### config.mk
export PLATFORM = sky130hd
export DESIGN_NAME = mem_dump_reader
export DESIGN_NICKNAME = d
export VERILOG_FILES = /design/src/rtl/mem_dump_reader.sv
export SDC_FILE = /design/constraint.sdc
export NUM_CORES = 1
export LEC_CHECK = 0
export CORE_MARGIN = 4
export CORE_UTILIZATION = 35
export DETAILED_ROUTE_END_ITERATION = 8
export PLACE_DENSITY = 0.74
export RECOVER_POWER = 50
export SYNTH_ARGS = -nofsm -noshare
export SYNTH_HDL_FRONTEND = slang
export SYNTH_SLANG_ARGS = --single-unit
### constraint.sdc
create_clock -name clock -period 1.5 [get_ports clock]
set_input_delay 0.45 -clock clock [delete_from_list [all_inputs] [get_ports clock]]
set_output_delay 0.45 -clock clock [all_outputs]
set_load 0.01 [all_outputs]
### src/rtl/mem_dump_reader.sv
`timescale 1ns/1ps
// mem_dump_reader: walks a range of data-memory word addresses, strobes the
// read port with a fixed hold time and streams each captured word out over a
// valid/ready interface.
// Optional feature: define DUMP_CHECKSUM_EN to build the running checksum;
// otherwise the checksum port is tied to zero.
module mem_dump_reader #(
    parameter int ADDR_W = 8,
    parameter int DATA_W = 32,
    parameter int RD_LAT = 3,
    parameter int STEP   = 4
) (
    input  logic              clock,
    input  logic              reset,
    input  logic              start,
    input  logic              abort,
    input  logic [ADDR_W-1:0] base_addr,
    input  logic [7:0]        word_count,
    output logic              busy,
    output logic              done,
    output logic [ADDR_W-1:0] mem_addr,
    output logic              mem_rd,
    input  logic [DATA_W-1:0] mem_rdata,
    output logic              out_valid,
    input  logic              out_ready,
    output logic [DATA_W-1:0] out_data,
    output logic [ADDR_W-1:0] out_addr,
    output logic [DATA_W-1:0] checksum
);

    localparam int                HOLD_W    = (RD_LAT > 1) ? $clog2(RD_LAT) : 1;
    localparam logic [HOLD_W-1:0] HOLD_LAST = HOLD_W'(RD_LAT - 1);
    localparam logic [ADDR_W-1:0] STEP_A    = ADDR_W'(STEP);

    typedef enum logic [2:0] {
        IDLE,
        SETUP,
        READ,
        CAPTURE,
        SEND,
        DONE
    } state_t;

    state_t              state_q;
    logic [ADDR_W-1:0]   addr_q;
    logic [7:0]          rem_q;
    logic [HOLD_W-1:0]   hold_q;
    logic                rd_q;
    logic                valid_q;
    logic                busy_q;
    logic                done_q;
    logic [DATA_W-1:0]   odata_q;
    logic [ADDR_W-1:0]   oaddr_q;

    // Next word address wraps naturally modulo 2^ADDR_W.
    logic [ADDR_W-1:0]   addr_inc_d;
    logic                start_acc_d;
    logic                handshake_d;

    assign addr_inc_d  = addr_q + STEP_A;
    assign start_acc_d = (state_q == IDLE) && start;
    // abort wins over a handshake in the same cycle: that word is not transferred.
    assign handshake_d = (state_q == SEND) && out_ready && !abort;

    // Dump sequencer; every output is registered and set on the transition into its state.
    always_ff @(posedge clock) begin
        if (reset) begin
            state_q <= IDLE;
            addr_q  <= '0;
            rem_q   <= '0;
            hold_q  <= '0;
            rd_q    <= 1'b0;
            valid_q <= 1'b0;
            busy_q  <= 1'b0;
            done_q  <= 1'b0;
            odata_q <= '0;
            oaddr_q <= '0;
        end else if (abort && (state_q != IDLE)) begin
            state_q <= IDLE;
            rd_q    <= 1'b0;
            valid_q <= 1'b0;
            busy_q  <= 1'b0;
            done_q  <= 1'b0;
        end else begin
            case (state_q)
                IDLE: begin
                    done_q <= 1'b0;
                    if (start) begin
                        addr_q <= base_addr;
                        rem_q  <= word_count;
                        if (word_count == 8'd0) begin
                            // Empty dump: straight to completion, no memory access.
                            done_q  <= 1'b1;
                            state_q <= DONE;
                        end else begin
                            busy_q  <= 1'b1;
                            state_q <= SETUP;
                        end
                    end
                end
                SETUP: begin
                    hold_q  <= '0;
                    rd_q    <= 1'b1;
                    state_q <= READ;
                end
                READ: begin
                    if (hold_q == HOLD_LAST) begin
                        rd_q    <= 1'b0;
                        state_q <= CAPTURE;
                    end else begin
                        hold_q <= hold_q + 1'b1;
                    end
                end
                CAPTURE: begin
                    odata_q <= mem_rdata;
                    oaddr_q <= addr_q;
                    valid_q <= 1'b1;
                    state_q <= SEND;
                end
                SEND: begin
                    if (out_ready) begin
                        valid_q <= 1'b0;
                        rem_q   <= rem_q - 8'd1;
                        addr_q  <= addr_inc_d;
                        if (rem_q == 8'd1) begin
                            done_q  <= 1'b1;
                            state_q <= DONE;
                        end else begin
                            state_q <= SETUP;
                        end
                    end
                end
                DONE: begin
                    done_q  <= 1'b0;
                    busy_q  <= 1'b0;
                    state_q <= IDLE;
                end
                default: state_q <= IDLE;
            endcase
        end
    end

`ifdef DUMP_CHECKSUM_EN
    logic [DATA_W-1:0] sum_q;

    // Running sum of transferred words, restarted by each accepted start.
    always_ff @(posedge clock) begin
        if (reset) begin
            sum_q <= '0;
        end else if (start_acc_d) begin
            sum_q <= '0;
        end else if (handshake_d) begin
            sum_q <= sum_q + odata_q;
        end
    end

    assign checksum = sum_q;
`else
    assign checksum = '0;
`endif

    assign busy      = busy_q;
    assign done      = done_q;
    assign mem_addr  = addr_q;
    assign mem_rd    = rd_q;
    assign out_valid = valid_q;
    assign out_data  = odata_q;
    assign out_addr  = oaddr_q;

endmodule

==> results.tsv <==
stage	metric	value	unit
yosys	synth-seq-cells	65	
drt	drc_errors	0	
floorplan	dieArea	10450	sq um
clocking	clock_latency	0.34	ns
layout	regArea	1319	sq um
yosys	synth_edf_count	0	
power_and_ir_drop	peakVddDrop	0.0006105	V
drt	wirelength	9659	microns
status	status	finished, violations left	
yosys	synthXorXnorAreaFrac	0.2818	%
clocking	cts_buffer_depth	2	
clocking	cts-root-buf	clkbuf_8	
power_and_ir_drop	p_leak	0.002059	uW
yosys	ys_seq_area_share	41.87	%
layout	multi_input_area	1687	sq um
yosys	synth_top_family_by_area	simple AND/OR/NAND/NOR gates	
drt	ant_nets	0	
yosys	async_flop_share	0	%
clocking	htree_num_levels	3	
yosys	synth_compound_area_share	19.20	%
flow_run	maxCapViolCount	0	
yosys	syn_area_per_cell	7.848	sq um
global_route	grt_pass1_vias	2875	
worst_setup_path	worstPathMaxFanout	2	
yosys	ys.flop_type	dfxtp_1	
drt	drtIter0Drc	196	
timing	hold_viol	0	
clocking	clk_pin_slew	0.07	ns
layout	antenna_cells	0	
placed_design	numPortBuffers	104	
worst_setup_path	critical_path.cell_chain	inv_2 -> ha_4 -> or4b_4 -> mux2i_2 -> a22oi_1 -> nor2_1	
drt	viasPerCell	4.947	
timing	rsz0062_at_grt	yes	
status	failed_checks	setup timing	
placed_design	dpl_worst_slack	-0.5174	ns
worst_hold_path	holdCritPathClass	flip-flop to flip-flop	
global_route	antenna_found_initial	0	
timing	fmax	653.4	MHz
global_route	grt-ovfl-total	0	
yosys	syn_inst	396	
floorplan	io_pins	137	
worst_setup_path	critPathMaxStageDelay	0.52	ns
floorplan	std_cell_rows	34	
yosys	synth.area.mux_share	0.9662	%
timing	finalClockSkew	0.009625	ns
floorplan	core-area	8678	sq um
yosys	ys.warnings.count	0	
drt	wire_per_inst	14.93	microns
layout	final_layout_size_suffix_gt1_share	19.29	%
worst_setup_path	critical_path_class	flip-flop to flip-flop	
timing	setup_viol	5	
timing	finalCritPeriodShare	102.0	%
yosys	synthDistinctLibCells	47	
global_route	grt_pass1_wl	13620	microns
clocking	cts.sinks	65	
floorplan	dieWidth	102.2	microns
yosys	netlist_area	3108	sq um
worst_setup_path	cp_slowest_cell	or4b_4	
yosys	synthAdderAreaFrac	1.610	%
global_route	grt_max_degree	41	
layout	area.growth.synth_to_final	54.95	%
drt	dr_total_vias	3201	
global_route	grt_usage	16.40	%
worst_setup_path	cp_data_required_time	1.78	ns
clocking	tritoncts.num_buffers	9	
placed_design	place.gp.congestion	0.8923	
timing	fin_ws	-0.03054	ns
power_and_ir_drop	power_density	904.7	nW/um^2
yosys	yosys.area_share.simple	22.71	%
floorplan	die_y	102.2	microns
clocking	cts_tree	yes	
worst_setup_path	end_kind	flip-flop	
floorplan	start_util	35.81	%
timing	whs	0.4495	ns
timing	maxSlewViolCount	0	
placed_design	hpwlAfterDp	6157	microns
layout	nets	591	
drt	first_pass_iters	4	
worst_setup_path	worst_ep_arrival_time	1.81	ns
layout	fillers	805	
worst_setup_path	critPathLaunchType	flip-flop	
timing	layout_min_cycle_time	1.531	ns
[cells in the final DEF (no fill, tap or decap), types with 3 or more instances in the layout]
cell type         n
a211oi_1          4
clkdlybuf4s50_1  48
dlygate4sd2_1    54
nand2_1          94
a22oi_1           3
nand2b_1          6
a21oi_2           3
o21ai_0           3
nor4_1            3
ha_1              3
nor2b_1           3
o32ai_1           5
inv_1            10
nor3_1            6
dfxtp_2           5
buf_12            5
nand3_1           3
nor2_1           15
a311oi_1          3
a211oi_2          3
o21ai_1           5
nor3b_1           3
dfxtp_1          57
dfxtp_4           3
buf_4            36
conb_1           32
a21oi_1          56
or3b_4            3
clkbuf_8         10
[power breakdown]
group | total, uW | internal [uW] | switching (uW)
Clock | 1650 | 979 | 672
Sequential | 1860 | 1800 | 66.1
Combinational | 845 | 432 | 413
Total | 4360 | 3210 | 1150
[layout make-up]
cell class,instances,area share [%]
clock inverters,5,1.637
inverters,12,0.9353
well taps,108,2.806
clock buffers,11,2.936
multi-input cells,296,35.02
flip-flops and latches,65,27.38
repair buffers,150,29.28
[per-layer routing]
metal | vias to the layer above | GRT usage [%] | routed length [microns]
met5 | - | 0 | 0
met4 | 0 | 5.651 | 159
met1 | 1472 | 20.55 | 3894
met3 | 15 | 4.846 | 932
met2 | 146 | 26.94 | 4672
li1 | 1568 | - | -
[synthesized netlist by cell type, drive strengths merged (2+ instances only)]
library cell  number  area, sq um
a21oi             59        295.3
a311oi             3        26.28
nor3               8        45.04
nor2b              3        18.77
clkbuf             8        30.03
nand3b             2        15.01
nand2             95        356.6
and2               3        18.77
dfxtp             65         1301
mux2i              3        30.03
a22oi              4        30.03
o32ai              6        52.55
nand3              3        15.01
nor2              17        66.32
o31a               2        17.52
inv               12        45.04
or3                3        18.77
o22ai              2        12.51
ha                 4        50.05
o21ai              9        45.04
nor3b              4        35.03
a211oi             7        52.55
nand2b             7        43.79
nor4               5        37.53
buf               49        336.6
[worst max-delay path: cells and delay by family, from the launching register on]
kind	cells	cell delay, ns
flip-flops	1	0.35
AND/OR/NAND/NOR	2	0.62
buffers and inverters	1	0.06
multiplexers	1	0.17
AO/OA/AOI/OAI	1	0.11
adder cells (fa/ha/maj)	1	0.15
[stage by stage]
stage | TNS (ns) | instances | utilization [%] | power [uW] | instance area [sq um]
floorplan | 0 | 427 | - | 2303 | 3224
global placement | -18.93 | 619 | 50.13 | 2619 | 4350
detailed placement | -20.63 | 619 | 50.13 | 2637 | 4350
CTS | -0.05542 | 640 | 53.30 | 4332 | 4626
global route | -2.097 | 647 | 55.49 | 4558 | 4816
finish | -0.08563 | 647 | 55.49 | 4357 | 4816
[logic make-up (layout without fill, tap and decap cells)]
kind of cell    count (synthesis)  in the layout
xor+xnor                        1              1
fa+ha+maj                       4              4
compound gates                 99            100
mux                             3              3
simple gates                  154            156
buf+inv                        69            178
flops                          65             65
other cells                     1             32
[state kept, by name, indices dropped and copies added, names as in the netlist]
| name | flops |
|---|---|
| mem_rd | 1 |
| out_data | 32 |
| mem_addr | 8 |
| done | 1 |
| out_valid | 1 |
| state_q | 3 |
| hold_q | 2 |
| out_addr | 8 |
| rem_q | 8 |
| busy | 1 |
[worst paths after layout]
kind                from     endpoint  slack [ns]  cells after the start
min          out_addr[1]  out_addr[1]        0.45                      2
min reg2reg  out_addr[1]  out_addr[1]        0.45                      2
max reg2reg    hold_q[0]    hold_q[0]       -0.03                      6
max            hold_q[0]    hold_q[0]       -0.03                      6
[timing repair]
item | CTS | global route
buffers inserted | 3 | 4
resized for setup | 75 | 29
pin swaps | 6 | 12
endpoints found under the setup margin | 68 | 58
gates cloned | 2 | 3
hold buffers | 0 | 0
No activity file was read; power rests on OpenSTA's default activity.
